--- src/rtl/sr_bank_driver.sv ---
// Initiator for a bank of SR flops: pulses set/reset for one cycle,
// then waits for q feedback to match the target or time out.
module sr_bank_driver #(
  parameter int WIDTH   = 8,
  parameter int TIMEOUT = 4
) (
  input  logic             clk,
  input  logic             rst_n,
  input  logic             in_valid,
  output logic             in_ready,
  input  logic [WIDTH-1:0] in_target,
  input  logic [WIDTH-1:0] q_fb,
  output logic [WIDTH-1:0] s,
  output logic [WIDTH-1:0] r,
  output logic             busy,
  output logic             done,
  output logic             err,
  output logic [WIDTH-1:0] mismatch
);

  localparam int CW = $clog2(TIMEOUT) + 1;

  typedef enum logic [1:0] {
    S_IDLE,
    S_DRIVE,
    S_WAIT
  } state_t;

  state_t           state;
  logic [WIDTH-1:0] target;
  logic [CW-1:0]    cnt;

  assign in_ready = (state == S_IDLE);
  assign busy     = (state != S_IDLE);

  always_ff @(posedge clk or negedge rst_n) begin
    if (!rst_n) begin
      state    <= S_IDLE;
      s        <= '0;
      r        <= '0;
      done     <= 1'b0;
      err      <= 1'b0;
      mismatch <= '0;
      target   <= '0;
      cnt      <= '0;
    end else begin
      done <= 1'b0;
      err  <= 1'b0;
      case (state)
        S_IDLE: begin
          if (in_valid) begin
            // s and r are disjoint by construction: s&r = 0
            target   <= in_target;
            mismatch <= '0;
            s        <= in_target & ~q_fb;
            r        <= ~in_target & q_fb;
            state    <= S_DRIVE;
          end
        end
        S_DRIVE: begin
          s     <= '0;
          r     <= '0;
          cnt   <= '0;
          state <= S_WAIT;
        end
        S_WAIT: begin
          if (q_fb == target) begin
            done  <= 1'b1;
            state <= S_IDLE;
          end else if (cnt == CW'(TIMEOUT - 1)) begin
            err      <= 1'b1;
            mismatch <= q_fb ^ target;
            state    <= S_IDLE;
          end else begin
            cnt <= cnt + CW'(1);
          end
        end
        default: begin
          s     <= '0;
          r     <= '0;
          state <= S_IDLE;
        end
      endcase
    end
  end

endmodule

--- config.mk ---
export PLATFORM = sky130hd
export DESIGN_NAME = sr_bank_driver
export DESIGN_NICKNAME = d
export VERILOG_FILES = /design/src/rtl/sr_bank_driver.sv
export SDC_FILE = /design/constraint.sdc
export NUM_CORES = 1
export LEC_CHECK = 0
export CORE_UTILIZATION = 42
export CTS_CLUSTER_SIZE = 40
export DETAILED_ROUTE_END_ITERATION = 12
export HOLD_SLACK_MARGIN = 0.02
export PLACE_DENSITY = 0.75
export SETUP_SLACK_MARGIN = 0.15
export SLEW_MARGIN = 20
export SYNTH_ARGS = -nofsm -noshare
export SYNTH_HDL_FRONTEND = slang
export SYNTH_SLANG_ARGS = --single-unit
--- constraint.sdc ---
create_clock -name clk -period 1.35 [get_ports clk]
set_input_delay 0.27 -clock clk [delete_from_list [all_inputs] [get_ports clk]]
set_output_delay 0.27 -clock clk [all_outputs]
set_load 0.01 [all_outputs]
==> Flow_metrics.wiki <==
{| class="wikitable"
! Metric !! Value
|-
| Result of the run || finished with violations
|-
| Violated checks || setup timing
|-
| FF-to-FF Start || target[3]
|-
| Max-cap violations || 0
|-
| Multi-input gate area || 811 um^2
|-
| Remaining DRCs || 0
|-
| Maximum buffer depth of the clock tree || 2
|-
| Average via count per standard cell || 5.46
|-
| Relative max-transition margin || 0.674
|-
| Final routed wirelength across all metal layers || 5300 um
|-
| Width of the die || 64.5 um
|-
| Weighted congestion reported at the end of routability-driven placement || 0.850
|-
| Area contributors post-synth || sky130_fd_sc_hd__dfrtp_1, sky130_fd_sc_hd__nand2_1, sky130_fd_sc_hd__mux2i_1, sky130_fd_sc_hd__a32o_1, sky130_fd_sc_hd__xor2_1
|-
| Later-pin clock latency in the skew report || 300 ps
|-
| Sequential element share of the synthesized area || 0.595
|-
| Gate Count Post-Synth || 150
|-
| Number of flip-flops and latches in the synthesized netlist || 39
|-
| Initial antenna violation count || 0
|-
| Number of cell rows || 22
|-
| Busiest grt layer || met2
|-
| Number of enable-type register cells in the synthesized netlist || 0
|-
| Clock-pin transition on the worst setup and hold timing paths || 80 ps
|-
| Async set-reset flop share out of synthesis || 1.00
|-
| Final core utilization || 0.740
|-
| Total chip power || 5.31 mW
|-
| Cell Area, Placed || 0.00228 mm^2
|-
| Global-route usage over all layers || 0.220
|-
| Global-route congestion overflow total || 0
|-
| Met2 GRT Util || 0.384
|-
| Clock tree from TritonCTS || yes
|-
| Setup Crit Path Kind || reg2reg
|-
| Wire length of the first global-routing pass || 6880 um
|-
| Synthesized area || 0.00164 mm^2
|-
| Final worst path period share || 1.21
|-
| Cell accounting for the most synthesized area || sky130_fd_sc_hd__dfrtp_1
|-
| Pins Over Slew Limit || 0
|-
| GR Util met1 || 0.262
|-
| Total negative slack || -2690 ps
|-
| Pin count of the biggest net entering global routing || 40
|-
| Maximum frequency from static timing analysis || 610 MHz
|-
| H-Tree Depth || 2
|-
| Area added between synthesis and finish || 66.6%
|-
| Count of buffers inserted at the top-level ports || 46
|-
| Final Critical Period || 1640 ps
|-
| Leakage Power || 1.34 nW
|-
| Sinks on Clock Net || 39
|-
| Crit Path Max Fanout || 4
|-
| Unrepaired setup endpoints after global routing || true
|-
| Initial cell density of the core || 0.444
|-
| Distinct cell type count after synthesis || 19
|-
| Total via count after detailed routing || 1,528
|-
| Power per cell area || 1940 mW/mm^2
|-
| Synthesis Warnings || 0
|-
| Post-Route Skew || 10.2 ps
|-
| Drt pass-1 iters || 4
|-
| M3 GR Usage || 0.0405
|-
| Post-Synthesis Mean Instance Area || 10.9 um^2
|-
| Share of final-layout standard cells stronger than drive strength 1 || 0.405
|-
| IR Drop Worst-Case VDD || 1.14 mV
|-
| Final setup vio count || 16
|-
| Final ANT Viol Nets || 0
|-
| Most common flop cell mapped by yosys || sky130_fd_sc_hd__dfrtp_1
|-
| Data required time at the worst endpoint || 1550 ps
|-
| Synthesized Nets || 171
|-
| Violation count after the first detailed-routing iteration || 71
|-
| Core outline area || 0.00369 mm^2
|-
| First element of the critical path || target[3]
|-
| Number of global-route vias before repair || 1,522
|-
| Post-layout worst setup margin || -289 ps
|-
| Tightest Pin Transition || 489 ps
|-
| Top Ports || 47
|-
| Placement-stage worst setup slack || -608 ps
|-
| Element type at the critical path end || flop
|-
| Worst r2r path cells || 4
|-
| Number of CTS-inserted buffers || 5
|-
| Sum of net half-perimeters after detailed placement || 2690 um
|-
| Post-synth top area share || 0.595
|-
| Total area of sequential cells || 976 um^2
|-
| Post-layout instance area || 0.00273 mm^2
|-
| Cell types with the highest counts after synthesis || sky130_fd_sc_hd__dfrtp_1, sky130_fd_sc_hd__nand2_1, sky130_fd_sc_hd__inv_1
|-
| Filler Cells Inserted || 246
|-
| CP Data Arrival Time || 1840 ps
|-
| CTS Root Cell || sky130_fd_sc_hd__clkbuf_8
|-
| Endpoints failing hold || 0
|-
| Wire length per cell || 18.9 um
|-
| Die Y-Extent || 64.5 um
|-
| Final layout net count || 252
|-
| Antenna fix cells || 0
|-
| Worst hold path class || in2async
|-
| Startpoint kind of the worst setup timing path || flop
|-
| Area enclosed by the die boundary || 0.00416 mm^2
|}
power breakdown:
group	total, mW	switching [mW]	internal (mW)
clock network	1.02	0.422	0.598
registers	1.77	0.278	1.49
logic	2.52	1.30	1.22
flip-flops by register name, summed over array words and instances, names as in the netlist:
| name | count |
|---|---|
| state | 2 |
| r | 8 |
| done | 1 |
| s | 8 |
| mismatch | 8 |
| cnt | 3 |
| err | 1 |
| target | 8 |
cell families after synthesis:
group,Yosys count,share of synthesized area
AO/OA/AOI/OAI,27,0.123
XOR/XNOR,8,0.0427
adder cells (fa/ha/maj),2,0.0153
buffers and inverters,19,0.0488
flip-flops,39,0.595
multiplexers,11,0.0672
AND/OR/NAND/NOR,44,0.108
through the flow:
step,hold WS (ps),std cells
after CTS,42.5,267
after floorplan,-25.6,150
after global routing,47.1,280
after detailed placement,353,256
final,2.49,280
after global placement,343,256
worst paths after layout:
kind | end | slack, ps
hold reg to reg | r[7] | 490
setup reg to reg | cnt[0] | -290
max in group asynchronous | target[1] | 990
min in group clk | s[1] | 400
setup / recovery | cnt[0] | -290
hold / removal | mismatch[2] | 2
area by class of cell:
cell class                      count  area share
Multi-Input combinational cell     92       0.297
Sequential cell                    39       0.357
Timing Repair Buffer               79       0.256
Tap cell                           48      0.0220
Clock buffer                        6      0.0302
Timing Repair inverter              1     0.00412
Clock inverter                      2      0.0128
Inverter                           13      0.0206
critical path, stage by stage, from the launching register on:
cell,delay [ps]
sky130_fd_sc_hd__dfrtp_1,420
sky130_fd_sc_hd__xor2_2,190
sky130_fd_sc_hd__nor4_4,350
sky130_fd_sc_hd__a2111o_1,320
sky130_fd_sc_hd__mux2i_1,270
layer usage:
layer	vias to the layer above	wire length [um]
li1	669	-
met1	754	1990
met2	81	2730
met3	24	328
met4	0	244
met5	-	0
timing repair:
item                                    CTS  global route
pin swaps                                 7             4
endpoints found under the setup margin   66            62
gates resized for setup                  87            61
hold buffers                              0             0
setup buffers                             3             7
cloned                                    0             6
cell usage in the layout (no fill, tap or decap), drive strengths merged, types with 5 or more instances in the layout:
master and n:
dfrtp 39, nand2 39, buf 33, clkbuf 30, inv 14, mux2i 11, xor2 8, a32o 8
o21ai 8, clkdlybuf4s50 8, o31ai 8, dlygate4sd2 7, clkdlybuf4s15 5
(Power assumes the default switching activity.)
